===== src/rtl/board_cursor_ctrl.sv =====
// Board cursor controller: turns held direction buttons into single-cell steps
// with auto-repeat, clamp or wrap at the edges, plus load/home jumps.
//
// state    | meaning
// S_IDLE   | no button held; a held button steps at once and arms the delay
// S_DELAY  | button held, waiting REPEAT_DELAY cycles for the first repeat
// S_REPEAT | button held, stepping every REPEAT_RATE cycles
module board_cursor_ctrl #(
  parameter int BOARD_W      = 8,
  parameter int BOARD_H      = 8,
  parameter int COORD_W      = 3,
  parameter bit WRAP         = 1'b0,
  parameter int REPEAT_DELAY = 25_000_000,
  parameter int REPEAT_RATE  = 5_000_000,
  parameter int HOME_X       = 3,
  parameter int HOME_Y       = 3
) (
  input  logic               clk,
  input  logic               resetn,
  input  logic               moveRightEn,
  input  logic               moveLeftEn,
  input  logic               moveUpEn,
  input  logic               moveDownEn,
  input  logic               homeEn,
  input  logic               loadEn,
  input  logic [COORD_W-1:0] loadX,
  input  logic [COORD_W-1:0] loadY,
  output logic [COORD_W-1:0] curX,
  output logic [COORD_W-1:0] curY,
  output logic [COORD_W-1:0] oldX,
  output logic [COORD_W-1:0] oldY,
  output logic               moved,
  output logic               bump
);

  localparam int RPT_MAX = (REPEAT_DELAY > REPEAT_RATE) ? REPEAT_DELAY : REPEAT_RATE;
  localparam int CNT_W   = (RPT_MAX > 2) ? $clog2(RPT_MAX) : 1;

  localparam logic [CNT_W-1:0]   DELAY_TC = CNT_W'(REPEAT_DELAY - 1);
  localparam logic [CNT_W-1:0]   RATE_TC  = CNT_W'(REPEAT_RATE - 1);
  localparam logic [COORD_W-1:0] MAX_X    = COORD_W'(BOARD_W - 1);
  localparam logic [COORD_W-1:0] MAX_Y    = COORD_W'(BOARD_H - 1);
  localparam logic [COORD_W-1:0] HOME_XC  = COORD_W'(HOME_X);
  localparam logic [COORD_W-1:0] HOME_YC  = COORD_W'(HOME_Y);
  localparam logic [COORD_W:0]   W_EXT    = (COORD_W+1)'(BOARD_W);
  localparam logic [COORD_W:0]   H_EXT    = (COORD_W+1)'(BOARD_H);

  typedef enum logic [1:0] {S_IDLE, S_DELAY, S_REPEAT} state_t;

  state_t             state_q, state_d;
  logic [CNT_W-1:0]   cnt_q, cnt_d;
  logic [COORD_W-1:0] cur_x_q, cur_x_d, cur_y_q, cur_y_d;
  logic [COORD_W-1:0] old_x_q, old_x_d, old_y_q, old_y_d;
  logic               moved_q, moved_d, bump_q, bump_d;

  logic               any_btn, step, refused;
  logic [COORD_W-1:0] step_x, step_y, tgt_x, tgt_y, sat_x, sat_y;

  assign any_btn = moveRightEn | moveLeftEn | moveUpEn | moveDownEn;
  assign sat_x   = ({1'b0, loadX} >= W_EXT) ? MAX_X : loadX;
  assign sat_y   = ({1'b0, loadY} >= H_EXT) ? MAX_Y : loadY;

  always_comb begin
    state_d = state_q;
    cnt_d   = cnt_q;
    step    = 1'b0;
    case (state_q)
      S_IDLE: begin
        if (any_btn) begin
          step    = 1'b1;
          state_d = S_DELAY;
          cnt_d   = '0;
        end
      end
      S_DELAY: begin
        if (!any_btn) begin
          state_d = S_IDLE;
          cnt_d   = '0;
        end else if (cnt_q == DELAY_TC) begin
          step    = 1'b1;
          state_d = S_REPEAT;
          cnt_d   = '0;
        end else begin
          cnt_d = cnt_q + 1'b1;
        end
      end
      S_REPEAT: begin
        if (!any_btn) begin
          state_d = S_IDLE;
          cnt_d   = '0;
        end else if (cnt_q == RATE_TC) begin
          step  = 1'b1;
          cnt_d = '0;
        end else begin
          cnt_d = cnt_q + 1'b1;
        end
      end
      default: begin
        state_d = S_IDLE;
        cnt_d   = '0;
      end
    endcase
    // load/home win over any step due this cycle and restart the press logic
    if (loadEn || homeEn) begin
      state_d = S_IDLE;
      cnt_d   = '0;
    end
  end

  // Edge handling compares against the board limits, so non-power-of-two
  // boards wrap at BOARD_W/BOARD_H rather than at 2^COORD_W.
  always_comb begin
    step_x  = cur_x_q;
    step_y  = cur_y_q;
    refused = 1'b0;
    if (moveRightEn) begin
      if (cur_x_q == MAX_X) begin
        if (WRAP) step_x = '0;
        else      refused = 1'b1;
      end else begin
        step_x = cur_x_q + 1'b1;
      end
    end else if (moveLeftEn) begin
      if (cur_x_q == '0) begin
        if (WRAP) step_x = MAX_X;
        else      refused = 1'b1;
      end else begin
        step_x = cur_x_q - 1'b1;
      end
    end else if (moveUpEn) begin
      if (cur_y_q == '0) begin
        if (WRAP) step_y = MAX_Y;
        else      refused = 1'b1;
      end else begin
        step_y = cur_y_q - 1'b1;
      end
    end else if (moveDownEn) begin
      if (cur_y_q == MAX_Y) begin
        if (WRAP) step_y = '0;
        else      refused = 1'b1;
      end else begin
        step_y = cur_y_q + 1'b1;
      end
    end
  end

  always_comb begin
    tgt_x  = cur_x_q;
    tgt_y  = cur_y_q;
    bump_d = 1'b0;
    if (loadEn) begin
      tgt_x = sat_x;
      tgt_y = sat_y;
    end else if (homeEn) begin
      tgt_x = HOME_XC;
      tgt_y = HOME_YC;
    end else if (step) begin
      tgt_x  = step_x;
      tgt_y  = step_y;
      bump_d = refused;
    end
    moved_d = (tgt_x != cur_x_q) || (tgt_y != cur_y_q);
    cur_x_d = tgt_x;
    cur_y_d = tgt_y;
    old_x_d = moved_d ? cur_x_q : old_x_q;
    old_y_d = moved_d ? cur_y_q : old_y_q;
  end

  always_ff @(posedge clk or negedge resetn) begin
    if (!resetn) begin
      state_q <= S_IDLE;
      cnt_q   <= '0;
      cur_x_q <= HOME_XC;
      cur_y_q <= HOME_YC;
      old_x_q <= HOME_XC;
      old_y_q <= HOME_YC;
      moved_q <= 1'b0;
      bump_q  <= 1'b0;
    end else begin
      state_q <= state_d;
      cnt_q   <= cnt_d;
      cur_x_q <= cur_x_d;
      cur_y_q <= cur_y_d;
      old_x_q <= old_x_d;
      old_y_q <= old_y_d;
      moved_q <= moved_d;
      bump_q  <= bump_d;
    end
  end

  assign curX  = cur_x_q;
  assign curY  = cur_y_q;
  assign oldX  = old_x_q;
  assign oldY  = old_y_q;
  assign moved = moved_q;
  assign bump  = bump_q;

endmodule


===== config.mk =====
export PLATFORM = sky130hd
export DESIGN_NAME = board_cursor_ctrl
export DESIGN_NICKNAME = d
export VERILOG_FILES = /design/src/rtl/board_cursor_ctrl.sv
export SDC_FILE = /design/constraint.sdc
export NUM_CORES = 1
export LEC_CHECK = 0
export ABC_CLOCK_PERIOD_IN_PS = 3360
export CORE_MARGIN = 5
export CORE_UTILIZATION = 57
export CTS_BUF_LIST = sky130_fd_sc_hd__clkbuf_16
export DETAILED_ROUTE_END_ITERATION = 7
export PLACE_DENSITY = 0.8
export SETUP_SLACK_MARGIN = 0.15
export SYNTH_ARGS = -nofsm -noshare
export SYNTH_HDL_FRONTEND = slang
export SYNTH_SLANG_ARGS = --single-unit

===== constraint.sdc =====
create_clock -name clk -period 3.36 [get_ports clk]
set_input_delay 0.336 -clock clk [delete_from_list [all_inputs] [get_ports clk]]
set_output_delay 0.336 -clock clk [all_outputs]
set_load 0.005 [all_outputs]

==> key figures <==
Run status
  • Result of the run: complete, no violations

Setup path
  • Critical path data arrival time: 3.00 ns
  • Setup crit end kind: flop
  • Peak fanout along the critical path: 10
  • Startpoint type of the worst setup path: flop
  • Data required time of the worst path: 3.52 ns
  • Crit Path Class: flop to flop

Die
  • Row Count: 25
  • IO Pins: 28
  • Initial Util: 0.581
  • Core footprint: 4690 µm²
  • Die height: 79.2 µm
  • Die area: 6270 µm²
  • Horiz. Die Dim: 79.2 µm

Detailed routing
  • DRC: 0
  • Vias: 2,362
  • Number of DRC markers in iteration 0: 190
  • Routed WL per cell: 16.2 µm
  • Overall routed net length: 6230 µm
  • First-pass iteration count of the detailed router: 4
  • Vias/cell: 6.15
  • DRT antenna net count: 0

Cells and area
  • Post-route cell area: 3190 µm²
  • Final nets: 355
  • Final Util: 0.679
  • Area grow syn2layout: 16.9%
  • Fin cells: 384
  • Fillers: 379
  • # diodes: 0
  • Reg area: 1040 µm²
  • Multi-input gate area: 1570 µm²
  • Share of post-route cells with drive strength above 1: 0.130

Clock tree
  • CTS root buf: clkbuf_16
  • H-tree Lvls: 2
  • Worst skew pair latency: 0.28 ns
  • Buffer depth of the longest clock path: 2
  • CTS Sinks: 41
  • Hold buffers post-CTS: 0
  • Reg clk slew, reported paths: 0.06 ns
  • Post-CTS sizing: 0
  • Setup repair bufs after CTS: 0
  • CTS Buf Count: 5
  • CTS tree: done

Timing
  • Max Clk Rate: 352 MHz
  • Setup violators final: 0
  • Final period util: 0.846
  • Clock Skew: 0.00177 ns
  • RSZ-0062 raised after global routing: false
  • Least-Margin Pin Slew: 0.898 ns
  • Slew Limit Fails: 0
  • Fin. Hold Viols: 0
  • Final min period: 2.84 ns
  • Max_slew headroom: 0.402
  • Setup TNS: 0 ns

Place
  • Final Wtd Congestion: 0.856
  • Placed Instances: 376
  • Detailed placement HPWL: 4380 µm
  • Post-DP Area: 3020 µm²
  • Port buffer count: 27

GRT
  • Total congestion overflow: 0
  • Initial antenna violation count: 0
  • All-Layer GR Usage: 0.207
  • First-pass GRT wire length: 10,400 µm
  • Number of global-route vias before repair: 2,194
  • Largest net degree at the start of global routing: 42

Yosys
  • Post-synth EDFFs: 0
  • Syn avg cell area: 9.00 µm²
  • Post-synthesis register bit count: 41
  • Ys Warns: 0
  • Post-synth top area share: 0.303
  • Leading cell types by count after synthesis: dfrtp_1 (33), o21ai_0 (30), nand2_1 (26), nor2_1 (25), inv_1 (13)
  • Post-synthesis sequential area ratio: 0.380
  • Mapped Cells: 303
  • Largest area contributor in the netlist: dfrtp_1
  • Synth Cell Area: 2730 µm²
  • Top FF cell, synth: dfrtp_1
  • Netlist cell types: 54
  • Ranking of synthesized cells by area: dfrtp_1 (30%), dfstp_2 (7.7%), ha_1 (5.5%), o21ai_0 (5.5%), nand2_1 (3.6%)
  • Most common cell in the netlist: dfrtp_1
  • Post-synth ARST share: 1.00
  • Mapped Nets: 329

Power
  • Sw Ratio: 0.241
  • Leak: 1.28 nW
  • Register share of total power: 0.428
  • Power density of the placed cells: 404 nW/µm²
  • VDD IR-drop max: 333 µV
  • Internal power: 0.978 mW
  • Clock network power share: 0.414
  • Comb power frac: 0.158
  • Pwr Total: 1.29 mW
  • NetSw: 0.311 mW

Hold path
  • Hold Path Class: input port to async pin

Job
  • Max cap viols: 0
==> area by class of cell <==
| type | count | share of cell area |
|---|---|---|
| multi-input combinational | 237 | 0.494 |
| sequential | 41 | 0.325 |
| timing repair buffer | 31 | 0.0926 |
| clock buffer | 5 | 0.0392 |
| tap | 54 | 0.0212 |
| inverter | 13 | 0.0153 |
| clock inverter | 3 | 0.0130 |
==> critical path, stage by stage (launching register included) <==
cell and delay, ns:
dfstp_2 0.66, inv_1 0.11, ha_1 0.21, nand2b_1 0.11, a21oi_1 0.08, a311o_2 0.38
a31oi_1 0.22, nand3_2 0.16, a221oi_4 0.43, mux2_2 0.38
==> placed cells by master (no fill, tap or decap), types with 4 or more instances in the layout <==
| master | count |
|---|---|
| nand4_1 | 9 |
| dfrtp_1 | 33 |
| inv_1 | 13 |
| xnor2_1 | 6 |
| o21ai_0 | 30 |
| nand3_1 | 11 |
| buf_4 | 4 |
| clkbuf_16 | 5 |
| dfstp_2 | 8 |
| o41ai_1 | 5 |
| nor2b_1 | 12 |
| nand2b_1 | 8 |
| ha_1 | 12 |
| mux2_2 | 5 |
| clkdlybuf4s50_1 | 26 |
| nor2_1 | 25 |
| o31ai_1 | 10 |
| and3_1 | 4 |
| a22oi_1 | 4 |
| and2_1 | 4 |
| xor2_1 | 7 |
| nand2_1 | 26 |
| nor3_1 | 5 |
| a21oi_1 | 9 |
==> state kept, by name (all words and copies together) (netlist names) <==
name and cells:
cnt_q 25, curX 3, curY 3, oldX 3
oldY 3, state_q 2, bump 1, moved 1
==> metrics by stage <==
stage | setup slack [ns] | hold WS, ns
after CTS | 0.537 | 0.221
after floorplan | 0.666 | 0.0404
after global placement | 0.446 | 0.480
final | 0.519 | 0.177
after detailed placement | 0.335 | 0.491
after global routing | 0.342 | 0.274
==> path summary, 6_finish.rpt <==
kind / start / end / slack [ns] / cells past startpoint
worst max-delay path: curX[1]$_DFF_PN1_ / oldX[2]$_DFFE_PN0P_ / 0.52 / 9
worst min register to register: cnt_q[5]$_DFFE_PN0P_ / cnt_q[5]$_DFFE_PN0P_ / 0.50 / 1
worst min-delay path: resetn / curY[2]$_DFF_PN0_ / 0.18 / 1
min in group clk: cnt_q[5]$_DFFE_PN0P_ / cnt_q[5]$_DFFE_PN0P_ / 0.50 / 1
max in group asynchronous: resetn / cnt_q[2]$_DFFE_PN0P_ / 2.62 / 1
worst max register to register: curX[1]$_DFF_PN1_ / oldX[2]$_DFFE_PN0P_ / 0.52 / 9
==> power groups by stage <==
stage	Sequential, mW	Combinational [mW]	Clock, mW
2_1_floorplan	0.549	0.120	0
3_3_place_gp	0.559	0.200	0
3_5_place_dp	0.560	0.202	0
4_1_cts	0.552	0.204	0.547
5_1_grt	0.555	0.223	0.571
6_report	0.552	0.203	0.534
==> per-layer routing <==
layer | wire length (µm) | part of all wire | GRT usage
met1 | 2750 | 0.44 | 0.259
met2 | 3070 | 0.49 | 0.367
met3 | 327 | 0.052 | 0.0340
met4 | 94 | 0.015 | 0.0601
met5 | 0 | 0 | 0
==> logic make-up (layout without fill, tap and decap cells) <==
| group | count (synthesis) | after routing | share of synthesized area |
|---|---|---|---|
| adders and majority gates | 12 | 12 | 0.0550 |
| DFF | 41 | 41 | 0.380 |
| muxes | 7 | 7 | 0.0280 |
| buffers and inverters | 25 | 52 | 0.0431 |
| xor gates and xnor gates | 13 | 13 | 0.0417 |
| and+or+nand+nor | 129 | 129 | 0.266 |
| AOI/OAI and AO/OA | 76 | 76 | 0.187 |
Note: power is estimated with default switching activity, not from simulation.
